===== src/rtl/dram_ras_control_pkg.sv =====
// Shared definitions for the VG8020 slot-3 DRAM row-side controller:
// state encodings, default timing constants and the registered output bundle.
package dram_ras_control_pkg;

  localparam int STATE_W        = 3;
  localparam int DEF_ROW_HOLD   = 1;
  localparam int DEF_PRECHARGE  = 2;
  localparam int DEF_RFSH_BITS  = 7;
  localparam int HOLD_W         = 3;

  typedef enum logic [STATE_W-1:0] {
    ST_IDLE = 3'd0,
    ST_ROW  = 3'd1,
    ST_COL  = 3'd2,
    ST_RFSH = 3'd3,
    ST_PRE  = 3'd4
  } state_t;

  typedef struct packed {
    logic nras;
    logic mux;
    logic nmreqd;
    logic nwe;
    logic busy;
  } ras_out_t;

  localparam ras_out_t OUT_IDLE = '{nras: 1'b1, mux: 1'b0, nmreqd: 1'b1, nwe: 1'b1, busy: 1'b0};

  // A state lasting N cycles loads N-1 so the exit fires on the N-th edge.
  function automatic logic [HOLD_W-1:0] hold_preload(input int cycles);
    return HOLD_W'(cycles - 1);
  endfunction

endpackage


===== src/rtl/dram_ras_control_if.sv =====
// Z80-side bus and DRAM-side strobes of the row controller.
// rfsh_row exists only when REFRESH_COUNTER_EN is defined.
interface dram_ras_control_if
`ifdef REFRESH_COUNTER_EN
  #(parameter int RFSH_BITS = 7)
`endif
  ;
  logic nmreq;
  logic nrfsh;
  logic nsltsl3;
  logic nrd;
  logic nwr;
  logic nras;
  logic mux;
  logic nmreqd;
  logic nwe;
  logic busy;
`ifdef REFRESH_COUNTER_EN
  logic [RFSH_BITS-1:0] rfsh_row;

  modport master (
    output nmreq, nrfsh, nsltsl3, nrd, nwr,
    input  nras, mux, nmreqd, nwe, busy, rfsh_row
  );

  modport slave (
    input  nmreq, nrfsh, nsltsl3, nrd, nwr,
    output nras, mux, nmreqd, nwe, busy, rfsh_row
  );
`else
  modport master (
    output nmreq, nrfsh, nsltsl3, nrd, nwr,
    input  nras, mux, nmreqd, nwe, busy
  );

  modport slave (
    input  nmreq, nrfsh, nsltsl3, nrd, nwr,
    output nras, mux, nmreqd, nwe, busy
  );
`endif

endinterface


===== src/rtl/dram_hold_counter.sv =====
// 3-bit loadable down counter timing ROW and PRE residency.
// Saturates at zero rather than wrapping; zero flag is combinational.
module dram_hold_counter
  import dram_ras_control_pkg::*;
(
  input  logic              clk,
  input  logic              nreset,
  input  logic              load,
  input  logic [HOLD_W-1:0] load_val,
  input  logic              dec,
  output logic              zero
);

  logic [HOLD_W-1:0] count_reg;

  always_ff @(posedge clk or negedge nreset) begin
    if (!nreset) begin
      count_reg <= '0;
    end else if (load) begin
      count_reg <= load_val;
    end else if (dec && (count_reg != '0)) begin
      count_reg <= count_reg - 1'b1;
    end
  end

  assign zero = (count_reg == '0);

endmodule


===== src/rtl/dram_ras_control.sv =====
// DRAM /RAS, row/column mux, early-write /WE and delayed /MREQ generator with RAS-only refresh.
// Optional macro REFRESH_COUNTER_EN adds an internal refresh row counter on rfsh_row.
module dram_ras_control
  import dram_ras_control_pkg::*;
#(
  parameter int ROW_HOLD  = DEF_ROW_HOLD,
  parameter int PRECHARGE = DEF_PRECHARGE
`ifdef REFRESH_COUNTER_EN
  ,
  parameter int RFSH_BITS = DEF_RFSH_BITS
`endif
) (
  input logic               clk,
  input logic               nreset,
  dram_ras_control_if.slave bus
);

  logic s_nmreq_reg;
  logic s_nrfsh_reg;
  logic s_nsltsl3_reg;
  logic s_nrd_reg;
  logic s_nwr_reg;
  logic prev_nmreq_reg;

  state_t   state_reg;
  state_t   state_next;
  ras_out_t out_reg;
  ras_out_t out_next;

  logic              hold_zero;
  logic              hold_load;
  logic [HOLD_W-1:0] hold_val;
  logic              mreq_fall;
  logic              write_req;

  always_ff @(posedge clk or negedge nreset) begin
    if (!nreset) begin
      s_nmreq_reg    <= 1'b1;
      s_nrfsh_reg    <= 1'b1;
      s_nsltsl3_reg  <= 1'b1;
      s_nrd_reg      <= 1'b1;
      s_nwr_reg      <= 1'b1;
      prev_nmreq_reg <= 1'b1;
    end else begin
      s_nmreq_reg    <= bus.nmreq;
      s_nrfsh_reg    <= bus.nrfsh;
      s_nsltsl3_reg  <= bus.nsltsl3;
      s_nrd_reg      <= bus.nrd;
      s_nwr_reg      <= bus.nwr;
      prev_nmreq_reg <= s_nmreq_reg;
    end
  end

  // Only a genuine falling edge starts a cycle; /MREQ that went low during PRE is ignored.
  assign mreq_fall = prev_nmreq_reg & ~s_nmreq_reg;
  // /RD plays no part in /WE; /RD and /WR both low is still a write.
  assign write_req = ~s_nwr_reg | (~s_nrd_reg & ~s_nwr_reg);

  always_ff @(posedge clk or negedge nreset) begin
    if (!nreset) begin
      state_reg <= ST_IDLE;
      out_reg   <= OUT_IDLE;
    end else begin
      state_reg <= state_next;
      out_reg   <= out_next;
    end
  end

  always_comb begin
    state_next = state_reg;
    unique case (state_reg)
      ST_IDLE: begin
        if (mreq_fall) begin
          if (!s_nrfsh_reg) begin
            state_next = ST_RFSH;
          end else if (!s_nsltsl3_reg) begin
            state_next = ST_ROW;
          end
        end
      end
      ST_ROW: begin
        if (s_nmreq_reg) begin
          state_next = ST_PRE;
        end else if (hold_zero) begin
          state_next = ST_COL;
        end
      end
      ST_COL:  if (s_nmreq_reg) state_next = ST_PRE;
      ST_RFSH: if (s_nmreq_reg) state_next = ST_PRE;
      ST_PRE:  if (hold_zero) state_next = ST_IDLE;
      default: state_next = ST_IDLE;
    endcase
  end

  // Outputs are decoded from the next state so they register on the same edge as the state.
  always_comb begin
    out_next = '{nras: 1'b1, mux: 1'b0, nmreqd: 1'b1, nwe: 1'b1, busy: 1'b1};
    unique case (state_next)
      ST_IDLE: out_next.busy = 1'b0;
      ST_ROW:  out_next.nras = 1'b0;
      ST_COL: begin
        out_next.nras   = 1'b0;
        out_next.mux    = 1'b1;
        out_next.nmreqd = 1'b0;
        out_next.nwe    = ((state_reg == ST_COL) ? out_reg.nwe : 1'b1) & ~write_req;
      end
      ST_RFSH: out_next.nras = 1'b0;
      ST_PRE:  out_next.busy = 1'b1;
      default: out_next = OUT_IDLE;
    endcase
  end

  assign hold_load = (state_next != state_reg);
  assign hold_val  = (state_next == ST_ROW) ? hold_preload(ROW_HOLD) : hold_preload(PRECHARGE);

  dram_hold_counter u_hold (
    .clk      (clk),
    .nreset   (nreset),
    .load     (hold_load),
    .load_val (hold_val),
    .dec      (~hold_load),
    .zero     (hold_zero)
  );

  assign bus.nras   = out_reg.nras;
  assign bus.mux    = out_reg.mux;
  assign bus.nmreqd = out_reg.nmreqd;
  assign bus.nwe    = out_reg.nwe;
  assign bus.busy   = out_reg.busy;

`ifdef REFRESH_COUNTER_EN
  logic [RFSH_BITS-1:0] rfsh_row_reg;

  always_ff @(posedge clk or negedge nreset) begin
    if (!nreset) begin
      rfsh_row_reg <= '0;
    end else if ((state_reg == ST_RFSH) && (state_next == ST_PRE)) begin
      rfsh_row_reg <= rfsh_row_reg + 1'b1;
    end
  end

  assign bus.rfsh_row = rfsh_row_reg;
`endif

endmodule


===== src/flat_wrapper.sv =====
// flat-port wrapper written by rule: the top's interface ports become plain ports
module dram_ras_control_flat import dram_ras_control_pkg::*;
#(
  parameter int ROW_HOLD  = DEF_ROW_HOLD,
  parameter int PRECHARGE = DEF_PRECHARGE

)
  (clk, nreset, bus_nmreq, bus_nrfsh, bus_nsltsl3, bus_nrd, bus_nwr, bus_nras, bus_mux, bus_nmreqd, bus_nwe, bus_busy);
  dram_ras_control_if bus_i ();
  input logic clk;
  input logic nreset;
  input wire logic [$bits(bus_i.nmreq)-1:0] bus_nmreq;
  input wire logic [$bits(bus_i.nrfsh)-1:0] bus_nrfsh;
  input wire logic [$bits(bus_i.nsltsl3)-1:0] bus_nsltsl3;
  input wire logic [$bits(bus_i.nrd)-1:0] bus_nrd;
  input wire logic [$bits(bus_i.nwr)-1:0] bus_nwr;
  output wire logic [$bits(bus_i.nras)-1:0] bus_nras;
  output wire logic [$bits(bus_i.mux)-1:0] bus_mux;
  output wire logic [$bits(bus_i.nmreqd)-1:0] bus_nmreqd;
  output wire logic [$bits(bus_i.nwe)-1:0] bus_nwe;
  output wire logic [$bits(bus_i.busy)-1:0] bus_busy;
  assign bus_i.nmreq = bus_nmreq;
  assign bus_i.nrfsh = bus_nrfsh;
  assign bus_i.nsltsl3 = bus_nsltsl3;
  assign bus_i.nrd = bus_nrd;
  assign bus_i.nwr = bus_nwr;
  assign bus_nras = bus_i.nras;
  assign bus_mux = bus_i.mux;
  assign bus_nmreqd = bus_i.nmreqd;
  assign bus_nwe = bus_i.nwe;
  assign bus_busy = bus_i.busy;
  dram_ras_control #(.ROW_HOLD(ROW_HOLD), .PRECHARGE(PRECHARGE)) u_core (.clk(clk), .nreset(nreset), .bus(bus_i));
endmodule

===== config.mk =====
export PLATFORM = sky130hd
export DESIGN_NAME = dram_ras_control_flat
export DESIGN_NICKNAME = d
export VERILOG_FILES = /design/src/rtl/dram_ras_control_pkg.sv /design/src/rtl/dram_ras_control_if.sv /design/src/rtl/dram_hold_counter.sv /design/src/rtl/dram_ras_control.sv /design/src/flat_wrapper.sv
export SDC_FILE = /design/constraint.sdc
export NUM_CORES = 1
export LEC_CHECK = 0
export CORE_ASPECT_RATIO = 2
export CORE_MARGIN = 4
export CORE_UTILIZATION = 25
export DETAILED_ROUTE_END_ITERATION = 8
export SLEW_MARGIN = 40
export SYNTH_ARGS = -nofsm -noshare
export SYNTH_HDL_FRONTEND = slang
export SYNTH_SLANG_ARGS = --single-unit
export TNS_END_PERCENT = 1

===== constraint.sdc =====
create_clock -name clk -period 1.7 [get_ports clk]
set_input_delay 0.17 -clock clk [delete_from_list [all_inputs] [get_ports clk]]
set_output_delay 0.17 -clock clk [all_outputs]
set_load 0.01 [all_outputs]

# Word level (Yosys, flattened, before mapping)
# Cells that the tools add are included.
dict set report op_classes {
  add_sub_neg 1
  eq_ne 9
  muxes 15
  bitwise_logic 9
  reduce_logical 8
}
# operator count
set ops {}
lappend ops {{3-bit 2-to-1 mux} 10}
lappend ops {{3-bit by 2-bit equality test with 1-bit output, second input constant} 4}
lappend ops {{3-bit case mux with 4 select lines} 1}
lappend ops {{3-bit by 1-bit equality test with 1-bit output, second input constant} 2}
lappend ops {{3-bit equality test, second input constant} 2}
lappend ops {{3-bit zero test} 2}
lappend ops {{1-bit NOT} 5}
lappend ops {{1-bit 2-to-1 mux} 4}
lappend ops {{4-bit OR reduction} 1}
lappend ops {{1-bit AND} 3}
lappend ops {{3-bit inequality test} 1}
lappend ops {{3-bit nonzero test} 1}
lappend ops {{3-bit OR reduction} 1}
lappend ops {{3-bit by 1-bit subtractor with 3-bit output, second input constant} 1}
lappend ops {{2-bit nonzero test} 1}
lappend ops {{2-bit OR reduction} 1}
lappend ops {{1-bit logical AND} 1}
lappend ops {{1-bit bitwise OR} 1}
dict set report totals {
  regBits 17
  inputBits 7
  out_inout_bits 5
  wordCells 55
}

# Depth between registers and ports, before layout
dict set report logic_depth {
  word_depth 9
  ltp_mapped 6
  depth_no_buf 6
}

# Hierarchy
# A second synthesis with hierarchy kept.
dict set report hier_totals {
  hier_cells 68
  hier_area_um2 758.2
}
# mod n_inst cells_per_inst area_each_um2 seq_area_each_um2
set modules_own_cells {}
lappend modules_own_cells {dram_ras_control 1 49 568.0 335.3}
lappend modules_own_cells {dram_hold_counter 1 19 190.2 75.1}

# Worst setup path after synthesis
# No wires, ideal clock.
dict set report synth_path {
  path_type {register to register}
  from {register u_core.u_hold.count_reg[0]}
  to {register u_core.out_reg, in the netlist u_core.bus.busy}
  setup_ns 0.131
  t_arrival_ns 1.535
  required_time_ns 1.569
  setup_slack_ns 0.033
  path_stages_with_launch 6
  n_path_buf 0
  synth_period_minus_slack_ns 1.667
  path_cell_list {dfrtp_1 -> inv_1 -> ha_1 -> or3b_1 -> a32o_2 -> or3_1}
}
# element line
set synth_rtl {}
lappend synth_rtl {{start: declaration} dram_hold_counter.sv:14} ;# logic [HOLD_W-1:0] count_reg;
lappend synth_rtl {{start signal: assignment} dram_hold_counter.sv:20} ;# count_reg <= load_val;
lappend synth_rtl {{start signal: assignment} dram_hold_counter.sv:22} ;# count_reg <= count_reg - 1'b1;
lappend synth_rtl {{end signal: assignment} dram_ras_control.sv:65} ;# out_reg <= out_next;
lappend synth_rtl {{end: declaration} dram_ras_control.sv:27} ;# ras_out_t out_reg;

==> reports/results.tsv <==
metric	value	unit
status	finished clean	
Chip Height	81.5	um
sequential area share after synthesis	60.9	%
final instance area	915	um2
DRC	0	
Crit Path Class	flop to flop	
number of enable flip-flop cells after synthesis	0	
Netlist cell types	29	
Clock Skew	1.57	ps
crit share post-route	95.7	%
Syn Inst Count	54	
DRT antenna net count	0	
largest cells by area after synthesis	dfstp_2 31%, dfrtp_1 30%, ha_1 3.7%, nand2_1 2.8%, inv_1 2.2%	
Clock Latency Late Sink	250	ps
Longest Clk Path Bufs	2	
TritonCTS Buffers	3	
Yosys top cell area share	31.2	%
Netlist Area Pre-Place	674	um2
Net Count, Synth	63	
Post-synth ARST share	100	%
commonest non-fill, non-tap cell in the layout	clkdlybuf4s50_1	
Pins Over Slew Limit	0	
hold_buf cts	0	
RD Place Congestion	0.723	
Max H-tree Level	1	
most frequent cells in the layout	10 x clkdlybuf4s50_1, 8 x dfrtp_1, 8 x dfstp_2	
Peak VDD IR	0.000623	V
Relative slew margins	81.7	%
final hold violations	0	
# IOs	12	
global-route wire length before repair	1880	um
1st-iter DRT viols	2	
DR WL/cell	11.6	um
Peak Freq	615	MHz
CP max stage cell	dfrtp_1	
placed instance area	847	um2
Pwr per Cell Area	1620	nW/um2
worst path arrival time	1750	ps
Overall Global Routing Usage	7.49	%
n_diodes	0	
max cap viols	0	
clk root buf	clkbuf_8	
overflow left after global routing	0	
final WL	1170	um
pin count of the biggest net entering global routing	17	
Lkg Pwr	0.398	nW
Die ar.	3640	um2
core area	2570	um2
Max stage delay on crit path	390	ps
CTS clk-pin slew, worst paths	60	ps
Critical Path Sink Type	flop	
setup_tns	0	ps
HPWL Detailed	917	um
FP Rows	26	
Critical Path RT	1830	ps
critical-path cell list	inv_2, ha_4, or3b_1, a32o_2, or3_1	
final net count	83	
starting density of the core	26.2	%
RSZ-0062 raised after global routing	true	
Synth area leader	dfstp_2	
Worst Tran Pin Value	271	ps
crit start category	flop	
share of cells above drive strength 1	34.2	%
# setup viols final	0	
via count	470	
#FFs+latches synth	16	
antenna violations before repair	0	
HP Class	input pin to asynchronous set/reset pin	
number of global-route vias before repair	458	
CTS tree	built	
CP Max Fanout	3	
DIE WIDTH	44.7	um
Detailed Routing Iterations Pass 1	2	
Yosys Warn Count	0	
DR vias/cell	4.65	
Post-Syn Area per Cell	12.5	um2
Primary FF master, synth	dfstp_2	
area grow syn2layout	35.6	%
shortest period the worst path allows	1630	ps
Fill cells	261	
port buffer count	10	
clock sinks	16	
-- metal layers --
layer	global-route usage (%)	share of wire [%]	wire (um)	vias to the layer above
met4	7.25	4.7	55	0
met2	13.4	56	660	10
met1	6.03	35	409	227
met5	0	0	0	-
li1	-	-	-	228
met3	1.97	4.0	47	5
-- power by group --
| part | total (mW) | internal, mW | switching, mW |
|---|---|---|---|
| combinational | 0.588 | 0.332 | 0.256 |
| sequential | 0.562 | 0.496 | 0.0660 |
| clock | 0.332 | 0.205 | 0.126 |
| total | 1.48 | 1.03 | 0.448 |
-- cell usage after synthesis (all sizes together) (2+ instances only) --
master and number:
nor3 2, inv 4, nand2 5, or2 2, nor2 3, ha 2
dfrtp 8, nor2b 2, mux2 2, dfstp 8
-- final timing paths --
kind,startpoint,slack [ps],cells after the start,to
setup / recovery,u_core.u_hold.count_reg[1]$_DFFE_PN0P_,70,5,u_core.bus.busy$_DFF_PN0_
hold / removal,nreset,240,2,u_core.bus.mux$_DFF_PN0_
setup reg to reg,u_core.u_hold.count_reg[1]$_DFFE_PN0P_,70,5,u_core.bus.busy$_DFF_PN0_
hold reg to reg,u_core.s_nmreq_reg$_DFF_PN1_,390,0,u_core.prev_nmreq_reg$_DFF_PN1_
max in group asynchronous,nreset,1210,2,u_core.bus.nras$_DFF_PN1_
min in group clk,bus_nsltsl3,320,1,u_core.s_nsltsl3_reg$_DFF_PN1_
-- cell type report --
| cell class | instances | area (um2) | share of cell area, % |
|---|---|---|---|
| sequential | 16 | 410 | 44.9 |
| multi-input combinational | 34 | 262 | 28.6 |
| timing repair buffer | 15 | 138 | 15.0 |
| clock buffer | 4 | 55.1 | 6.02 |
| tap | 28 | 35.0 | 3.83 |
| inverter | 4 | 15.0 | 1.64 |
-- timing repair --
item / in CTS / in global routing
buffers inserted: 0 / 0
endpoints found under the hold margin: 0 / 0
endpoints found under the setup margin: 1 / 1
resized for setup: 3 / 1
pin swaps: 2 / 3
-- through the flow --
stage | setup slack, ps | utilization [%] | hold slack, ps | cells | total power, mW
floorplan | 33.2 | - | -126 | 54 | 0.897
global placement | 8.01 | 33.0 | 385 | 97 | 1.12
detailed placement | -27.6 | 33.0 | 384 | 97 | 1.14
CTS | 9.47 | 35.6 | 250 | 101 | 1.51
global route | -19.9 | 35.6 | 261 | 101 | 1.59
finish | 73.5 | 35.6 | 242 | 101 | 1.48
-- critical path: cells and delay by family (launching register included) --
family | cells | cell delay, ps
AND/OR/NAND/NOR | 2 | 640
flip-flops | 1 | 390
adder cells (fa/ha/maj) | 1 | 130
buffers and inverters | 1 | 80
AO/OA/AOI/OAI | 1 | 270
-- logic make-up after synthesis --
group,count (synthesis),share of synthesized area [%]
adders and majority gates,2,3.71
buffers and inverters,4,2.23
and+or+nand+nor,20,16.7
DFF,16,60.9
xor gates and xnor gates,1,1.30
AOI/OAI and AO/OA,9,11.9
muxes,2,3.34
No activity file was read; power rests on OpenSTA's default activity.
